File: src/rtl/mem_access_stage.sv
// MEM stage of the 5-stage RISC-V pipeline: load/store over a req/ack data bus
// with stall generation, byte-lane steering, load extension and bus timeout.
module mem_access_stage #(
    parameter int N       = 32,
    parameter int TIMEOUT = 16
) (
    input  logic         clk,
    input  logic         reset,
    input  logic         valid_i,
    input  logic         mem_read_i,
    input  logic         mem_write_i,
    input  logic         mem_to_reg_i,
    input  logic [2:0]   funct3_i,
    input  logic [N-1:0] alu_result_i,
    input  logic [N-1:0] store_data_i,
    input  logic [4:0]   rd_i,
    output logic         bus_req_o,
    output logic         bus_we_o,
    output logic [N-1:0] bus_addr_o,
    output logic [N-1:0] bus_wdata_o,
    output logic [3:0]   bus_be_o,
    input  logic         bus_ack_i,
    input  logic [N-1:0] bus_rdata_i,
    output logic         stall_o,
    output logic         misalign_o,
    output logic         bus_err_o,
    output logic [N-1:0] rd_w,
    output logic [N-1:0] mux_mem_to_reg_w
);

    localparam int CW = $clog2(TIMEOUT + 1);
    localparam logic [CW-1:0] CNT_LAST = CW'(TIMEOUT - 1);

    typedef enum logic [1:0] {
        IDLE = 2'b00,
        BUSY = 2'b01,
        DONE = 2'b10
    } state_t;

    state_t          state_r;
    state_t          state_s;
    logic [CW-1:0]   cnt_r;
    logic [N-1:0]    result_r;
    logic            store_r;
    logic [2:0]      funct3_r;
    logic [1:0]      off_r;
    logic            mis_addr_s;
    logic            mem_op_s;
    logic            access_s;
    logic            timeout_s;

    // Byte enables for a given access size at a byte offset.
    function automatic logic [3:0] lane_be(input logic [1:0] size, input logic [1:0] off);
        case (size)
            2'b00:   lane_be = 4'b0001 << off;
            2'b01:   lane_be = 4'b0011 << off;
            default: lane_be = 4'b1111;
        endcase
    endfunction

    // Replicate store data across every lane the access could target.
    function automatic logic [31:0] lane_wdata(input logic [1:0] size, input logic [31:0] sd);
        case (size)
            2'b00:   lane_wdata = {4{sd[7:0]}};
            2'b01:   lane_wdata = {2{sd[15:0]}};
            default: lane_wdata = sd;
        endcase
    endfunction

    // Pick the addressed byte/half-word out of the read word and extend it.
    function automatic logic [31:0] load_fmt(input logic [2:0] f3, input logic [1:0] off,
                                             input logic [31:0] rdata);
        logic [7:0]  b;
        logic [15:0] h;
        b = rdata[{off, 3'b000} +: 8];
        h = rdata[{off[1], 4'b0000} +: 16];
        case (f3)
            3'b000:  load_fmt = {{24{b[7]}}, b};
            3'b001:  load_fmt = {{16{h[15]}}, h};
            3'b100:  load_fmt = {24'h00_0000, b};
            3'b101:  load_fmt = {16'h0000, h};
            default: load_fmt = rdata;
        endcase
    endfunction

    // Alignment check; size code 11 is handled like a word.
    always_comb begin
        case (funct3_i[1:0])
            2'b00:   mis_addr_s = 1'b0;
            2'b01:   mis_addr_s = alu_result_i[0];
            default: mis_addr_s = |alu_result_i[1:0];
        endcase
    end

    assign mem_op_s   = valid_i & (mem_read_i | mem_write_i);
    assign access_s   = mem_op_s & ~mis_addr_s;
    assign misalign_o = mem_op_s & mis_addr_s;
    assign rd_w       = {{(N-5){1'b0}}, rd_i};

    // Next-state, stall and writeback mux.
    always_comb begin
        state_s          = state_r;
        stall_o          = 1'b0;
        timeout_s        = 1'b0;
        mux_mem_to_reg_w = {N{1'b0}};
        case (state_r)
            IDLE: begin
                if (misalign_o) begin
                    mux_mem_to_reg_w = {N{1'b0}};
                end else if (access_s) begin
                    stall_o = 1'b1;
                    state_s = BUSY;
                end else begin
                    mux_mem_to_reg_w = mem_to_reg_i ? {N{1'b0}} : alu_result_i;
                end
            end
            BUSY: begin
                stall_o = 1'b1;
                if (bus_ack_i) begin
                    state_s = DONE;
                end else if (cnt_r == CNT_LAST) begin
                    state_s   = DONE;
                    timeout_s = 1'b1;
                end else begin
                    state_s = BUSY;
                end
            end
            DONE: begin
                state_s          = IDLE;
                mux_mem_to_reg_w = store_r ? alu_result_i : result_r;
            end
            default: begin
                state_s = IDLE;
            end
        endcase
    end

    // State register.
    always_ff @(posedge clk or negedge reset) begin
        if (!reset) begin
            state_r <= IDLE;
        end else begin
            state_r <= state_s;
        end
    end

    // Latched access, registered bus outputs, timeout counter and result.
    always_ff @(posedge clk or negedge reset) begin
        if (!reset) begin
            bus_req_o   <= 1'b0;
            bus_we_o    <= 1'b0;
            bus_addr_o  <= {N{1'b0}};
            bus_wdata_o <= {N{1'b0}};
            bus_be_o    <= 4'b0000;
            bus_err_o   <= 1'b0;
            cnt_r       <= {CW{1'b0}};
            result_r    <= {N{1'b0}};
            store_r     <= 1'b0;
            funct3_r    <= 3'b000;
            off_r       <= 2'b00;
        end else begin
            bus_err_o <= 1'b0;
            case (state_r)
                IDLE: begin
                    if (access_s) begin
                        bus_req_o   <= 1'b1;
                        bus_we_o    <= mem_write_i;
                        bus_addr_o  <= {alu_result_i[N-1:2], 2'b00};
                        bus_be_o    <= lane_be(funct3_i[1:0], alu_result_i[1:0]);
                        bus_wdata_o <= lane_wdata(funct3_i[1:0], store_data_i);
                        store_r     <= mem_write_i;
                        funct3_r    <= funct3_i;
                        off_r       <= alu_result_i[1:0];
                        cnt_r       <= {CW{1'b0}};
                    end
                end
                BUSY: begin
                    cnt_r <= cnt_r + CW'(1);
                    if (bus_ack_i) begin
                        result_r  <= load_fmt(funct3_r, off_r, bus_rdata_i);
                        bus_req_o <= 1'b0;
                        bus_we_o  <= 1'b0;
                    end else if (timeout_s) begin
                        result_r  <= {N{1'b0}};
                        bus_err_o <= 1'b1;
                        bus_req_o <= 1'b0;
                        bus_we_o  <= 1'b0;
                    end
                end
                default: begin
                    cnt_r <= cnt_r;
                end
            endcase
        end
    end

endmodule

File: config.mk
export PLATFORM = sky130hd
export DESIGN_NAME = mem_access_stage
export DESIGN_NICKNAME = d
export VERILOG_FILES = /design/src/rtl/mem_access_stage.sv
export SDC_FILE = /design/constraint.sdc
export NUM_CORES = 1
export LEC_CHECK = 0
export ABC_CLOCK_PERIOD_IN_PS = 4200
export CAP_MARGIN = 30
export CORE_ASPECT_RATIO = 1.25
export CORE_UTILIZATION = 46
export CTS_BUF_LIST = sky130_fd_sc_hd__clkbuf_4 sky130_fd_sc_hd__clkbuf_8 sky130_fd_sc_hd__clkbuf_16
export CTS_CLUSTER_DIAMETER = 80
export DETAILED_ROUTE_END_ITERATION = 7
export PLACE_DENSITY = 0.95
export RECOVER_POWER = 50
export SYNTH_ARGS = -nofsm -noshare
export SYNTH_HDL_FRONTEND = slang
export SYNTH_SLANG_ARGS = --single-unit
File: constraint.sdc
create_clock -name clk -period 4.2 [get_ports clk]
set_input_delay 0.63 -clock clk [delete_from_list [all_inputs] [get_ports clk]]
set_output_delay 0.63 -clock clk [all_outputs]
set_load 0.03 [all_outputs]
==> impl_results.md, run 1 <==
- Worst endpoint data arrival time: 3270 ps
- Sum of negative setup slack: 0 ps
- WP data required: 3570 ps
- GRT overflow: 0
- Die Y-Extent: 126.9 µm
- WL final: 17360 µm
- Final Instance Count excl. Fillers: 906
- Outcome: complete, but fails checks
- Area leader, netlist: dfrtp_1
- Clock slew at reported path FFs: 60 ps
- # hold bufs at CTS: 0
- Avg Inst Size Synth: 10.76 µm²
- Startpoint Class: input port
- CP Max Fanout: 32
- Top achievable clock speed: 256.3 MHz
- Synthesized instance count: 533
- Max-cap violations: 2
- Die Wd: 101.9 µm
- CTS tree: built
- Resized Gates After CTS: 0
- Post-Syn Area: 5737 µm²
- Peak VDD IR: 0.3076 mV
- Total global-route track usage: 28.01%
- Synth cell count leaders: dfrtp_1 (114), nand2_1 (56), mux2_2 (51), a22o_1 (48), o21ai_0 (36)
- Gp weighted congestion: 0.8640
- Fin. Hold Viols: 0
- RSZ-0062 raised after global routing: false
- Final net count: 842
- Total CTS buffers: 17
- Starting Density: 47.17%
- Tmin final: 3901 ps
- Yosys top cell area share: 49.73%
- PD cells: 613.8 nW/µm²
- Vias: 5019
- Clk_skew: 12.57 ps
- Die area: 12920 µm²
- Most numerous cell in the Yosys netlist: dfrtp_1
- Row cnt: 45
- Sequential fraction of the synthesis area: 49.73%
- Placed Cells: 873
- CTS root buf: clkbuf_16
- Setup CP Type: in -> out
- Top FF cell, synth: dfrtp_1
- Netlist cell types: 42
- Worst slew pin tran: 2620 ps
- DRC: 0
- Hold crit path type: reg -> reg
- Fill cell total of the finished layout: 863
- CTS max path bufs: 2
- Leakage power: 3.714 nW
- DP Worst Slack: 448.7 ps
- H-tree levels: 4
- Diodes inserted: 0
- Setup crit end kind: primary output
- Ys Warns: 0
- Routed vias/inst: 5.540
- Failing checks: max-capacitance violations, max-slew violations
- Core Box Area: 12160 µm²
- Drt pass-1 iters: 5
- Initial DRC count: 266
- Vias in the first global route: 5239
- Register bit total from synthesis: 114
- HPWL Detailed: 12590 µm
- Clock sinks: 114
- Area Overhead vs Synth: 46.74%
- Slew HR: -74.67%
- Slew Viols, Final: 50
- Avg WL per Cell: 19.16 µm
- Largest cells by area after synthesis: dfrtp_1 (50%), mux2_2 (10%), a22o_1 (7.3%)
- Largest net degree at the start of global routing: 62
- Io pins: 248
- Number of enable flip-flop cells after synthesis: 0
- Part of the cycle the worst path needs: 92.88%
- Initial antenna violation count: 0
- Setup violations, final: 0
- Post-route setup slack: 299.1 ps
- Worst-Skew Late Latency: 410 ps
- Ratio of cells with drive above 1 in the final layout: 13.34%
- First-pass GRT wire length: 27390 µm
- Post-synthesis async set-or-reset flop share: 100.0%
- Post-DRT Antenna Nets: 0
- PortBufs: 208
- Post-CTS setup buffers: 0
routing by layer:
metal,global-route usage [%],up-vias,wire [µm],part of all wire (%)
li1,-,2250,-,-
met1,30.66,2436,6163,36
met2,48.01,288,9030,52
met3,9.697,45,1590,9.2
met4,13.28,0,573,3.3
met5,0,-,0,0
through the flow:
| step | hold slack, ps | power [mW] | cell area, µm² | utilization [%] |
|---|---|---|---|---|
| floorplan | 334.4 | 2.908 | 5842 | - |
| global placement | 458.8 | 3.650 | 7819 | 64.29 |
| global route | 511.3 | 5.404 | 8418 | 69.22 |
| finish | 486.1 | 5.167 | 8418 | 69.22 |
| detailed placement | 472.9 | 3.745 | 7819 | 64.29 |
| CTS | 253.1 | 5.208 | 8413 | 69.18 |
final cells by class:
cell class	instances	area [µm²]	share of cell area [%]
sequential	114	2853	33.89
clock buffer	18	439.2	5.217
timing repair buffer	219	2176	25.85
inverter	12	45.04	0.5351
clock inverter	14	155.1	1.843
multi-input combinational	365	2545	30.23
tap	164	205.2	2.438
worst max-delay path, cell delays in order:
cell and delay (ps):
dlygate4sd3_1 570, o21a_1 240, or3_1 390, a21oi_4 160, buf_4 340, a22o_1 230, clkdlybuf4s50_1 680
placed cells by master (no fill, tap or decap), types with 5 or more instances in the layout:
| cell | n |
|---|---|
| a21oi_1 | 16 |
| nand3_1 | 9 |
| a221oi_1 | 8 |
| o221ai_1 | 7 |
| clkdlybuf4s50_1 | 173 |
| dlygate4sd3_1 | 33 |
| mux2i_1 | 25 |
| conb_1 | 29 |
| o21ai_0 | 37 |
| buf_4 | 6 |
| inv_1 | 12 |
| a22o_1 | 48 |
| dfrtp_1 | 114 |
| clkinv_4 | 5 |
| mux2_2 | 51 |
| nor2_1 | 19 |
| a21o_1 | 9 |
| nand2b_1 | 20 |
| clkbuf_16 | 17 |
| nand2_1 | 56 |
state kept, by name, summed over array words and instances, names as in the netlist:
| name | count |
|---|---|
| store_r | 1 |
| off_r | 2 |
| result_r | 32 |
| state_r | 2 |
| cnt_r | 5 |
| bus_req_o | 1 |
| bus_err_o | 1 |
| bus_wdata_o | 32 |
| bus_we_o | 1 |
| bus_addr_o | 30 |
| funct3_r | 3 |
| bus_be_o | 4 |
logic make-up (layout without fill, tap and decap cells):
logic type               Yosys count  count (layout)  synth area share (%)
other                              1              29               0.06537
buffers and inverters             82             263                 7.982
flip-flops                       114             114                 49.73
multiplexers                      77              77                 14.77
AND/OR/NAND/NOR                  120             120                 9.749
adder cells (fa/ha/maj)            2               2                0.4361
AO/OA/AOI/OAI                    136             136                 17.12
XOR/XNOR                           1               1                0.1527
power breakdown:
part / internal (mW) / leakage [nW] / total (mW) / switching (mW)
clock: 0.896 / 0.287 / 1.45 / 0.550
sequential: 1.50 / 1.40 / 1.79 / 0.291
combinational: 0.853 / 2.03 / 1.93 / 1.08
path summary, 6_finish.rpt:
kind / start / endpoint / slack (ps) / depth (start not counted)
hold reg to reg: bus_wdata_o[13]$_DFFE_PN0P_ / bus_wdata_o[13]$_DFFE_PN0P_ / 490 / 2
min in group asynchronous: reset / bus_wdata_o[23]$_DFFE_PN0P_ / 1030 / 1
setup reg to reg: cnt_r[0]$_DFFE_PN0P_ / result_r[29]$_DFFE_PN0P_ / 1200 / 6
max in group asynchronous: reset / bus_wdata_o[18]$_DFFE_PN0P_ / 1140 / 2
hold / removal: bus_wdata_o[13]$_DFFE_PN0P_ / bus_wdata_o[13]$_DFFE_PN0P_ / 490 / 2
setup / recovery: mem_write_i / mux_mem_to_reg_w[23] / 300 / 7
Note: power is estimated with default switching activity, not from simulation.
==> run 2: changes to the inputs <==
--- a/config.mk
+++ b/config.mk
@@ -8,11 +8,11 @@
 export ABC_CLOCK_PERIOD_IN_PS = 4200
 export CAP_MARGIN = 30
 export CORE_ASPECT_RATIO = 1.25
-export CORE_UTILIZATION = 46
+export CORE_UTILIZATION = 30
 export CTS_BUF_LIST = sky130_fd_sc_hd__clkbuf_4 sky130_fd_sc_hd__clkbuf_8 sky130_fd_sc_hd__clkbuf_16
 export CTS_CLUSTER_DIAMETER = 80
 export DETAILED_ROUTE_END_ITERATION = 7
-export PLACE_DENSITY = 0.95
+export PLACE_DENSITY = 0.7
 export RECOVER_POWER = 50
 export SYNTH_ARGS = -nofsm -noshare
 export SYNTH_HDL_FRONTEND = slang
==> run 2 against run 1 <==
Effect of this change: the run ends with design-rule violations, max-capacitance violations, max-slew violations left; non-clock buffer count is 3 lower; critical path depth stayed put; worst hold slack worse by 14 ps; critical path type unchanged; highest routed layer unchanged.
==> impl_results.md, run 2 (synthesis gave the netlist of run 1 again) <==
- Top Layer Used: met4
- Io pins: 248
- Die Wd: 125.7 µm
- Placed Cells: 939
- Hold crit path type: reg -> reg
- GRT overflow: 0
- Area Overhead vs Synth: 49.31%
- Worst endpoint data arrival time: 3290 ps
- Met2 wire len: 7993 µm
- Met3 wire length: 1341 µm
- Vias in the first global route: 4710
- Post-CTS setup buffers: 0
- Most common cell after layout, fill and taps aside: clkdlybuf4s50_1
- CP Max Fanout: 32
- Initial antenna violation count: 0
- Gp weighted congestion: 0.7691
- Starting Density: 30.55%
- RSZ-0062 raised after global routing: false
- R2R Path End: result_r[25]$_DFFE_PN0P_
- DRC: 21
- Clock slew at reported path FFs: 50 ps
- Die Y-Extent: 156.6 µm
- Startpoint Class: input port
- Outcome: complete, but fails checks
- Tmin final: 3919 ps
- Final net count: 839
- Fill cell total of the finished layout: 1808
- Vias: 4709
- Final Instance Count excl. Fillers: 971
- Initial DRC count: 262
- Total Power Consumption: 5.235 mW
- Top Registers: bus_wdata_o x32, result_r x32, bus_addr_o x30
- Setup crit end kind: primary output
- Setup violations, final: 0
- Clk_skew: 11.87 ps
- Commonest cells after routing, fill and taps aside: clkdlybuf4s50_1 (160), dfrtp_1 (114), nand2_1 (56)
- Diodes inserted: 0
- Total global-route track usage: 17.61%
- HPWL Detailed: 11740 µm
- WL final: 16440 µm
- Resized Gates After CTS: 0
- Max-cap violations: 1
- FF-to-FF path depth: 4
- Part of the cycle the worst path needs: 93.31%
- Peak VDD IR: 0.2522 mV
- PD cells: 611.1 nW/µm²
- Fin. Hold Viols: 0
- Worst slew pin tran: 2987 ps
- Drt pass-1 iters: 6
- Top achievable clock speed: 255.2 MHz
- H-tree levels: 4
- First-pass GRT wire length: 26190 µm
- Avg WL per Cell: 16.94 µm
- Post-route setup slack: 281.1 ps
- Row cnt: 56
- Total CTS buffers: 17
- WL met1: 6839 µm
- Failing checks: design-rule violations, max-capacitance violations, max-slew violations
- Largest net degree at the start of global routing: 101
- # hold bufs at CTS: 0
- WP data required: 3570 ps
- Reg2Reg Launch Point: state_r[0]$_DFFE_PN0P_
- CTS tree: built
- Core Box Area: 18780 µm²
- Setup CP Type: in -> out
- Worst-Skew Late Latency: 420 ps
- Clock sinks: 114
- Slew Viols, Final: 54
- Post-DRT Antenna Nets: 0
- Routed vias/inst: 4.850
- Crit path from: mem_write_i
- CTS root buf: clkbuf_16
- Slew HR: -99.12%
- PortBufs: 208
- Sum of negative setup slack: 0 ps
- Ratio of cells with drive above 1 in the final layout: 13.40%
- R2R setup slack: 1890 ps
- CTS max path bufs: 2
- DP Worst Slack: 449.2 ps
- Die area: 19680 µm²
- Leakage power: 3.750 nW
- CP Capture Point: mux_mem_to_reg_w[22]
-- run 2: changes by cell type in the layout (fill, tap and decap cells not counted), moves of 3 or more --
cell             previous run  this run
clkdlybuf4s50_1           173       160
bufinv_16                   2         5
inv_6                       3         0
dlygate4sd3_1              33        46
-- run 2: final cells by class --
class | instances | area (µm²) | area share (%)
flip-flops and latches | 114 | 2853 | 33.30
multi-input cells | 365 | 2556 | 29.84
well taps | 232 | 290.3 | 3.389
clock inverters | 14 | 211.5 | 2.469
inverters | 12 | 45.04 | 0.5259
clock buffers | 18 | 439.2 | 5.127
repair buffers | 216 | 2171 | 25.34
-- run 2: critical path, stage by stage --
cell             delay, ps
dlygate4sd3_1          570
o21a_1                 240
or3_1                  400
a21oi_4                170
buf_4                  350
a22o_1                 230
clkdlybuf4s50_1        670
-- run 2: how the worst min path moves through the flow --
stage,from,endpoint,depth (start not counted)
final,bus_req_o$_DFFE_PN0P_,bus_req_o$_DFFE_PN0P_,2
after floorplan,reset,bus_addr_o[10]$_DFFE_PN0P_,0
after global placement,bus_be_o[0]$_DFFE_PN0P_,bus_be_o[0]$_DFFE_PN0P_,1
after detailed placement,bus_req_o$_DFFE_PN0P_,bus_req_o$_DFFE_PN0P_,2
after global routing,bus_wdata_o[21]$_DFFE_PN0P_,bus_wdata_o[21]$_DFFE_PN0P_,2
after CTS,reset,result_r[19]$_DFFE_PN0P_,1
-- run 2: where the power goes --
group          total [mW]  internal [mW]  switching [mW]
clock                1.60           1.06           0.531
combinational        1.87          0.827            1.04
sequential           1.77           1.50           0.277
-- run 2: layer usage --
| layer | up-vias | track usage (%) |
|---|---|---|
| met4 | 0 | 6.620 |
| met1 | 2254 | 21.69 |
| met5 | - | 0 |
| li1 | 2243 | - |
| met2 | 191 | 29.07 |
| met3 | 21 | 5.197 |
-- run 2: through the flow --
stage / utilization [%] / hold WS [ps] / cell area [µm²]
after floorplan: - / 334.4 / 5842
after global placement: 42.18 / 458.2 / 7921
after detailed placement: 42.18 / 467.7 / 7921
after CTS: 45.65 / 278.4 / 8572
after global routing: 45.62 / 505.4 / 8566
final: 45.62 / 472.0 / 8566
==> run 3: changes to the inputs <==
--- a/config.mk
+++ b/config.mk
@@ -6,7 +6,6 @@
 export NUM_CORES = 1
 export LEC_CHECK = 0
 export ABC_CLOCK_PERIOD_IN_PS = 4200
-export CAP_MARGIN = 30
 export CORE_ASPECT_RATIO = 1.25
 export CORE_UTILIZATION = 30
 export CTS_BUF_LIST = sky130_fd_sc_hd__clkbuf_4 sky130_fd_sc_hd__clkbuf_8 sky130_fd_sc_hd__clkbuf_16
@@ -14,6 +13,7 @@
 export DETAILED_ROUTE_END_ITERATION = 7
 export PLACE_DENSITY = 0.7
 export RECOVER_POWER = 50
+export SLEW_MARGIN = 0
 export SYNTH_ARGS = -nofsm -noshare
 export SYNTH_HDL_FRONTEND = slang
 export SYNTH_SLANG_ARGS = --single-unit
==> results of run 3 <==
Same layout as run 2: the final DEF is identical, and so are final timing and power.
